[config.mk]
export PLATFORM = sky130hd
export DESIGN_NAME = alu_op_sequencer_flat
export DESIGN_NICKNAME = d
export VERILOG_FILES = /design/src/rtl/alu_op_sequencer_if.sv /design/src/rtl/alu_op_sequencer.sv /design/src/flat_wrapper.sv
export SDC_FILE = /design/constraint.sdc
export NUM_CORES = 1
export LEC_CHECK = 0
export ABC_AREA = 0
export CAP_MARGIN = 20
export CELL_PAD_IN_SITES_DETAIL_PLACEMENT = 1
export CELL_PAD_IN_SITES_GLOBAL_PLACEMENT = 1
export CORE_ASPECT_RATIO = 1.25
export CORE_MARGIN = 1
export CORE_UTILIZATION = 18
export CTS_CLUSTER_SIZE = 10
export DETAILED_ROUTE_END_ITERATION = 16
export GPL_ROUTABILITY_DRIVEN = 1
export PLACE_DENSITY = 0.85
export SETUP_SLACK_MARGIN = 0.3
export SKIP_LAST_GASP = 1
export SYNTH_ARGS = -nofsm -noshare
export SYNTH_HDL_FRONTEND = slang
export SYNTH_SLANG_ARGS = --single-unit
[constraint.sdc]
create_clock -name Clock -period 2.8 [get_ports Clock]
set_clock_uncertainty 0.15 [all_clocks]
set_input_delay 0.28 -clock Clock [delete_from_list [all_inputs] [get_ports Clock]]
set_output_delay 0.28 -clock Clock [all_outputs]
set_load 0.05 [all_outputs]
[src/rtl/alu_op_sequencer_if.sv]
// Control bus between the ALU step sequencer and the datapath: start/IR in, step strobes out.
// mem_ready exists only when MEM_WAIT_EN is defined.
interface alu_op_sequencer_if #(
    parameter int NUM_REGS = 16,
    parameter int OP_WIDTH = 5
);
    logic                start;
    logic [31:0]         IR;
`ifdef MEM_WAIT_EN
    logic                mem_ready;
`endif
    logic                PCout, MARin, IncPC;
    logic                PCin, Read, MDRin;
    logic                MDRout, IRin;
    logic                Yin, ZHighin, ZLowin, ZHighout, ZLowout, HIin, LOin;
    logic [NUM_REGS-1:0] Rin;
    logic [NUM_REGS-1:0] Rout;
    logic [OP_WIDTH-1:0] OP;
    logic                busy, done, illegal;

`ifdef MEM_WAIT_EN
    modport master (
        output start, IR, mem_ready,
        input  PCout, MARin, IncPC, PCin, Read, MDRin, MDRout, IRin,
               Yin, ZHighin, ZLowin, ZHighout, ZLowout, HIin, LOin,
               Rin, Rout, OP, busy, done, illegal
    );
    modport slave (
        input  start, IR, mem_ready,
        output PCout, MARin, IncPC, PCin, Read, MDRin, MDRout, IRin,
               Yin, ZHighin, ZLowin, ZHighout, ZLowout, HIin, LOin,
               Rin, Rout, OP, busy, done, illegal
    );
`else
    modport master (
        output start, IR,
        input  PCout, MARin, IncPC, PCin, Read, MDRin, MDRout, IRin,
               Yin, ZHighin, ZLowin, ZHighout, ZLowout, HIin, LOin,
               Rin, Rout, OP, busy, done, illegal
    );
    modport slave (
        input  start, IR,
        output PCout, MARin, IncPC, PCin, Read, MDRin, MDRout, IRin,
               Yin, ZHighin, ZLowin, ZHighout, ZLowout, HIin, LOin,
               Rin, Rout, OP, busy, done, illegal
    );
`endif
endinterface

[src/rtl/alu_op_sequencer.sv]
// Hardwired T0..T6 control-step sequencer for register-to-register ALU instructions.
// Define MEM_WAIT_EN to stall the T1 memory read on bus.mem_ready.
module alu_op_sequencer #(
    parameter int NUM_REGS = 16,
    parameter int OP_WIDTH = 5
) (
    input  logic              Clock,
    input  logic              Clear,
    alu_op_sequencer_if.slave bus
);
    typedef enum logic [2:0] {
        S_IDLE, S_T0, S_T1, S_T2, S_T3, S_T4, S_T5, S_T6
    } state_t;

    state_t state_q, state_d;

    logic [4:0] opcode;
    logic [3:0] ra, rb, rc;
    logic       is_wide, is_unary, bad_op, bad_reg, is_illegal;
    logic       mem_ok;

    assign opcode = bus.IR[31:27];
    assign ra     = bus.IR[26:23];
    assign rb     = bus.IR[22:19];
    assign rc     = bus.IR[18:15];

    assign is_wide  = (opcode == 5'd15) || (opcode == 5'd16);
    assign is_unary = (opcode == 5'd17) || (opcode == 5'd18);
    assign bad_op   = (opcode >= 5'd19);
    // Unary ops never read rc, so an out-of-range rc only rejects binary/MUL/DIV.
    assign bad_reg  = ({1'b0, ra} >= 5'(NUM_REGS)) ||
                      ({1'b0, rb} >= 5'(NUM_REGS)) ||
                      (!is_unary && ({1'b0, rc} >= 5'(NUM_REGS)));
    assign is_illegal = bad_op || bad_reg;

`ifdef MEM_WAIT_EN
    assign mem_ok = bus.mem_ready;
`else
    assign mem_ok = 1'b1;
`endif

    always_comb begin
        state_d = state_q;
        case (state_q)
            S_IDLE:  if (bus.start) state_d = S_T0;
            S_T0:    state_d = S_T1;
            S_T1:    if (mem_ok) state_d = S_T2;
            S_T2:    state_d = S_T3;
            S_T3:    state_d = is_illegal ? S_IDLE : S_T4;
            S_T4:    state_d = S_T5;
            S_T5:    state_d = is_wide ? S_T6 : S_IDLE;
            S_T6:    state_d = S_IDLE;
            default: state_d = S_IDLE;
        endcase
    end

    always_ff @(posedge Clock) begin
        if (Clear) state_q <= S_IDLE;
        else       state_q <= state_d;
    end

    // Outputs stay combinational on state_q/IR: IR is reloaded on the same edge
    // that enters T3, so a registered decode would see the previous instruction.
    logic       rin_en, rout_en;
    logic [3:0] rin_idx, rout_idx;

    always_comb begin
        bus.PCout    = 1'b0;
        bus.MARin    = 1'b0;
        bus.IncPC    = 1'b0;
        bus.PCin     = 1'b0;
        bus.Read     = 1'b0;
        bus.MDRin    = 1'b0;
        bus.MDRout   = 1'b0;
        bus.IRin     = 1'b0;
        bus.Yin      = 1'b0;
        bus.ZHighin  = 1'b0;
        bus.ZLowin   = 1'b0;
        bus.ZHighout = 1'b0;
        bus.ZLowout  = 1'b0;
        bus.HIin     = 1'b0;
        bus.LOin     = 1'b0;
        bus.OP       = '0;
        bus.done     = 1'b0;
        bus.illegal  = 1'b0;
        bus.busy     = (state_q != S_IDLE);
        rin_en       = 1'b0;
        rin_idx      = 4'd0;
        rout_en      = 1'b0;
        rout_idx     = 4'd0;
        case (state_q)
            S_T0: begin
                bus.PCout = 1'b1;
                bus.MARin = 1'b1;
                bus.IncPC = 1'b1;
            end
            S_T1: begin
                bus.Read  = 1'b1;
                bus.PCin  = mem_ok;
                bus.MDRin = mem_ok;
            end
            S_T2: begin
                bus.MDRout = 1'b1;
                bus.IRin   = 1'b1;
            end
            S_T3: begin
                if (is_illegal) begin
                    bus.illegal = 1'b1;
                end else if (!is_unary) begin
                    rout_en  = 1'b1;
                    rout_idx = rb;
                    bus.Yin  = 1'b1;
                end
            end
            S_T4: begin
                rout_en     = 1'b1;
                rout_idx    = is_unary ? rb : rc;
                bus.OP      = OP_WIDTH'(opcode);
                bus.ZLowin  = 1'b1;
                bus.ZHighin = is_wide;
            end
            S_T5: begin
                bus.ZLowout = 1'b1;
                if (is_wide) begin
                    bus.LOin = 1'b1;
                end else begin
                    rin_en   = 1'b1;
                    rin_idx  = ra;
                    bus.done = 1'b1;
                end
            end
            S_T6: begin
                bus.ZHighout = 1'b1;
                bus.HIin     = 1'b1;
                bus.done     = 1'b1;
            end
            default: ;
        endcase
    end

    for (genvar i = 0; i < NUM_REGS; i++) begin : g_reg_sel
        assign bus.Rin[i]  = rin_en  && (rin_idx  == 4'(i));
        assign bus.Rout[i] = rout_en && (rout_idx == 4'(i));
    end

    always_ff @(posedge Clock) begin
        if (!Clear) begin
            assert ($onehot0(bus.Rin));
            assert ($onehot0(bus.Rout));
            assert ($onehot0({bus.PCout, bus.MDRout, |bus.Rout, bus.ZLowout, bus.ZHighout}));
        end
    end
endmodule

[src/flat_wrapper.sv]
// flat-port wrapper written by rule: the top's interface ports become plain ports
module alu_op_sequencer_flat 
#(
    parameter int NUM_REGS = 16,
    parameter int OP_WIDTH = 5
)
  (Clock, Clear, bus_start, bus_IR, bus_PCout, bus_MARin, bus_IncPC, bus_PCin, bus_Read, bus_MDRin, bus_MDRout, bus_IRin, bus_Yin, bus_ZHighin, bus_ZLowin, bus_ZHighout, bus_ZLowout, bus_HIin, bus_LOin, bus_Rin, bus_Rout, bus_OP, bus_busy, bus_done, bus_illegal);
  alu_op_sequencer_if #(.NUM_REGS(NUM_REGS), .OP_WIDTH(OP_WIDTH)) bus_i ();
  input  logic Clock;
  input  logic Clear;
  input wire logic [$bits(bus_i.start)-1:0] bus_start;
  input wire logic [$bits(bus_i.IR)-1:0] bus_IR;
  output wire logic [$bits(bus_i.PCout)-1:0] bus_PCout;
  output wire logic [$bits(bus_i.MARin)-1:0] bus_MARin;
  output wire logic [$bits(bus_i.IncPC)-1:0] bus_IncPC;
  output wire logic [$bits(bus_i.PCin)-1:0] bus_PCin;
  output wire logic [$bits(bus_i.Read)-1:0] bus_Read;
  output wire logic [$bits(bus_i.MDRin)-1:0] bus_MDRin;
  output wire logic [$bits(bus_i.MDRout)-1:0] bus_MDRout;
  output wire logic [$bits(bus_i.IRin)-1:0] bus_IRin;
  output wire logic [$bits(bus_i.Yin)-1:0] bus_Yin;
  output wire logic [$bits(bus_i.ZHighin)-1:0] bus_ZHighin;
  output wire logic [$bits(bus_i.ZLowin)-1:0] bus_ZLowin;
  output wire logic [$bits(bus_i.ZHighout)-1:0] bus_ZHighout;
  output wire logic [$bits(bus_i.ZLowout)-1:0] bus_ZLowout;
  output wire logic [$bits(bus_i.HIin)-1:0] bus_HIin;
  output wire logic [$bits(bus_i.LOin)-1:0] bus_LOin;
  output wire logic [$bits(bus_i.Rin)-1:0] bus_Rin;
  output wire logic [$bits(bus_i.Rout)-1:0] bus_Rout;
  output wire logic [$bits(bus_i.OP)-1:0] bus_OP;
  output wire logic [$bits(bus_i.busy)-1:0] bus_busy;
  output wire logic [$bits(bus_i.done)-1:0] bus_done;
  output wire logic [$bits(bus_i.illegal)-1:0] bus_illegal;
  assign bus_i.start = bus_start;
  assign bus_i.IR = bus_IR;
  assign bus_PCout = bus_i.PCout;
  assign bus_MARin = bus_i.MARin;
  assign bus_IncPC = bus_i.IncPC;
  assign bus_PCin = bus_i.PCin;
  assign bus_Read = bus_i.Read;
  assign bus_MDRin = bus_i.MDRin;
  assign bus_MDRout = bus_i.MDRout;
  assign bus_IRin = bus_i.IRin;
  assign bus_Yin = bus_i.Yin;
  assign bus_ZHighin = bus_i.ZHighin;
  assign bus_ZLowin = bus_i.ZLowin;
  assign bus_ZHighout = bus_i.ZHighout;
  assign bus_ZLowout = bus_i.ZLowout;
  assign bus_HIin = bus_i.HIin;
  assign bus_LOin = bus_i.LOin;
  assign bus_Rin = bus_i.Rin;
  assign bus_Rout = bus_i.Rout;
  assign bus_OP = bus_i.OP;
  assign bus_busy = bus_i.busy;
  assign bus_done = bus_i.done;
  assign bus_illegal = bus_i.illegal;
  alu_op_sequencer #(.NUM_REGS(NUM_REGS), .OP_WIDTH(OP_WIDTH)) u_core (.Clock(Clock), .Clear(Clear), .bus(bus_i));
endmodule
==> metrics.md <==
| Metric | Value |
|---|---|
| M3 GR Usage | `0.0625` |
| Port Buffers | `74` |
| Startpoint Class | `input pin` |
| Number of enable flip-flop cells after synthesis | `0` |
| Yosys top cell by area | `nor2_1` |
| Maximum vdd drop | `0.128 mV` |
| Power per cell area | `243 mW/mm^2` |
| Critical Path Max Stage Delay | `0.56 ns` |
| Die ar. | `0.00534 mm^2` |
| Initial core utilization | `0.189` |
| Final GP Congestion | `about 0.8` |
| Num CTS Buffers | `3` |
| Regs by FF count | `u_core.state_q x3` |
| CTS tree | `yes` |
| Ports | `90` |
| Number of buffers on the longest clock path | `2` |
| Setup violators final | `0` |
| Critical path data required time | `2.37 ns` |
| Clock transition at path regs | `0.04 ns` |
| Final Hold Vio Count | `0` |
| Pre-antenna DRT Iters | `4` |
| Cells after Synth | `147` |
| M1 GR Usage | `0.168` |
| Post-DR wirelength/cell | `15.4 um` |
| Worst path cell trace | `buf_8 > or4_4 > a21oi_4 > a221oi_2 > or3_4 > nor2_4 > buf_12` |
| Htree depth | `1` |
| Fin crit share | `0.880` |
| Mapped Avg Cell Area | `about 6.2 um^2` |
| Remaining Overflow, GRT | `0` |
| Max Cap Viol | `0` |
| Synth Register Bits | `3` |
| Area Overhead vs Synth | `162%` |
| Minimum clock period after layout | `2.46 ns` |
| WL final | `4620 um` |
| GRT Max-Usage Layer | `met2` |
| Fillcell total | `around 540` |
| Width of the die | `about 66 um` |
| DRT iter0 DRCs | `33` |
| Vias per cell | `4.92` |
| Drc violations | `0` |
| Static Leakage | `0.899 nW` |
| Max reg flops | `3` |
| Site Rows | `28` |
| Hold Path Class | `flip-flop to flip-flop` |
| Crit-path slowest cell | `or4_4` |
| Area occupied by multi-input gates | `991 um^2` |
| Crit path DAT | `2.03 ns` |
| Most common cell after layout, fill and taps aside | `buf_4` |
| Rel. slew slack | `0.635` |
| Num Clock Sinks | `3` |
| Final Max Slew Viols | `0` |
| Reg with most FFs | `u_core.state_q` |
| Root buf cell | `clkbuf_8` |
| Post-synthesis sequential area ratio | `0.0661` |
| HPWL Detailed | `roughly 3900 um` |
| Mapped Nets | `182` |
| CP Launch Point | `bus_IR[28]` |
| Setup ws final | `0.337 ns` |
| Total Power | `0.577 mW` |
| Core ar. | `0.00480 mm^2` |
| Fmax | `406 MHz` |
| Worst setup EP type | `primary output` |
| Mapped Area | `about 900 um^2` |
| Ys flop type | `dfxtp_1` |
| Antenna diode count | `0` |
| Register area | `65.1 um^2` |
| Worst-margin pin slew | `0.545 ns` |
| Worst hold stages | `3` |
| Skew-Pair Late Insertion Delay | `0.22 ns` |
| Final antenna-violating net count | `0` |
| Met2 usage | `0.367` |
| FF-to-FF setup slack | `1.14 ns` |
| Total Nets Final | `277` |
| Crit-path max FO | `5` |
| Synth area leaders | `nor2_1 (15%), dfxtp_1 (6.6%), nor3_1 (6.1%)` |
| Worst r2r path cells | `7` |
| Post-synth ARST share | `0` |
| Place WS | `-0.147 ns` |
| Outcome | `complete, no violations` |
| Top-area cell type share of the netlist area | `0.153` |
| Vias in the first global route | `1591` |
| Post-synthesis cell type count | `40` |
| GR Util All Layers | `0.179` |
| DR vias | `1480` |
| R2R Path Start | `u_core.state_q[1]` |
| Die extent in y | `between 80 and 90 um` |
| Share of cells above drive strength 1 | `0.581` |
| First-pass GRT wire length | `7450 um` |
| Yosys warnings | `0` |
| Hold wc startpoint | `u_core.state_q[1]` |
| Largest net degree at the start of global routing | `15` |
| Initial antenna violation count | `0` |
| CP Class | `input pin to primary output` |
| Setup repair after global routing missed its margin | `true` |
| Highest-count cells in the layout ignoring fill and taps | `buf_4 (52), buf_12 (27), clkdlybuf4s50_1 (20), nor2_1 (18), nand2_1 (14)` |
through the flow:
stage / area (um^2) / hold slack, ns / TNS, ns / instances / utilization
2_1_floorplan: 1030 / 0.199 / 0 / 147 / -
3_3_place_gp: 2130 / 0.492 / -0.696 / 289 / 0.444
3_5_place_dp: 2130 / 0.495 / -1.31 / 289 / 0.444
4_1_cts: 2290 / 0.465 / 0 / 297 / 0.477
5_1_grt: 2380 / 0.515 / 0 / 301 / 0.496
6_report: 2380 / 0.487 / 0 / 301 / 0.496
cell usage after synthesis, types with 2 or more instances:
master,count
a21oi_1,6
buf_2,3
a211oi_1,5
or3_1,2
buf_4,7
nor4_1,4
buf_6,2
nand4b_1,2
o21bai_1,2
nor3_1,11
a311o_2,3
nand2b_1,6
dfxtp_1,3
o21ai_0,3
nand2_1,14
o2111ai_1,3
nand4_1,2
nor2_1,37
and3_1,5
clkbuf_1,4
nand3_1,4
logic make-up (layout without fill, tap and decap cells):
group	count (synthesis)	count (layout)	synth area share
mux	1	1	0.0124
simple gates	96	96	0.529
compound gates	28	28	0.253
xor+xnor	2	2	0.0193
flops	3	3	0.0661
buf+inv	17	111	0.120
critical path: cells and delay by family:
family	cells	cell delay [ns]
AOI/OAI and AO/OA	2	0.35
buffers and inverters	2	0.24
and+or+nand+nor	3	1.15
what timing repair did:
| action | CTS | global route |
|---|---|---|
| pin swaps | 12 | 6 |
| setup buffers | 4 | 4 |
| resized for setup | 42 | 13 |
| setup endpoints to repair | 36 | 15 |
| hold buffers | 0 | 0 |
final cells by class:
cell class	instances	share of cell area
well taps	60	0.0316
multi-input cells	127	0.417
inverters	1	0.00158
flip-flops and latches	3	0.0274
clock buffers	4	0.0189
repair buffers	106	0.504
final timing paths:
kind	to
setup / recovery	bus_Rout[6]
setup reg to reg	u_core.state_q[0]
hold reg to reg	u_core.state_q[1]
hold / removal	u_core.state_q[1]
power breakdown:
group | total [mW] | switching, mW | internal (mW)
sequential | 0.0609 | 0.0121 | 0.0487
combinational | 0.384 | 0.216 | 0.168
clock | 0.133 | 0.0350 | 0.0977
metal layers:
layer,share of wire,vias up,wire (um)
li1,-,714,-
met1,0.34,696,1550
met2,0.57,67,2620
met3,0.093,3,431
met4,0.0045,0,21
met5,0,-,0
No activity file was read; power rests on OpenSTA's default activity.
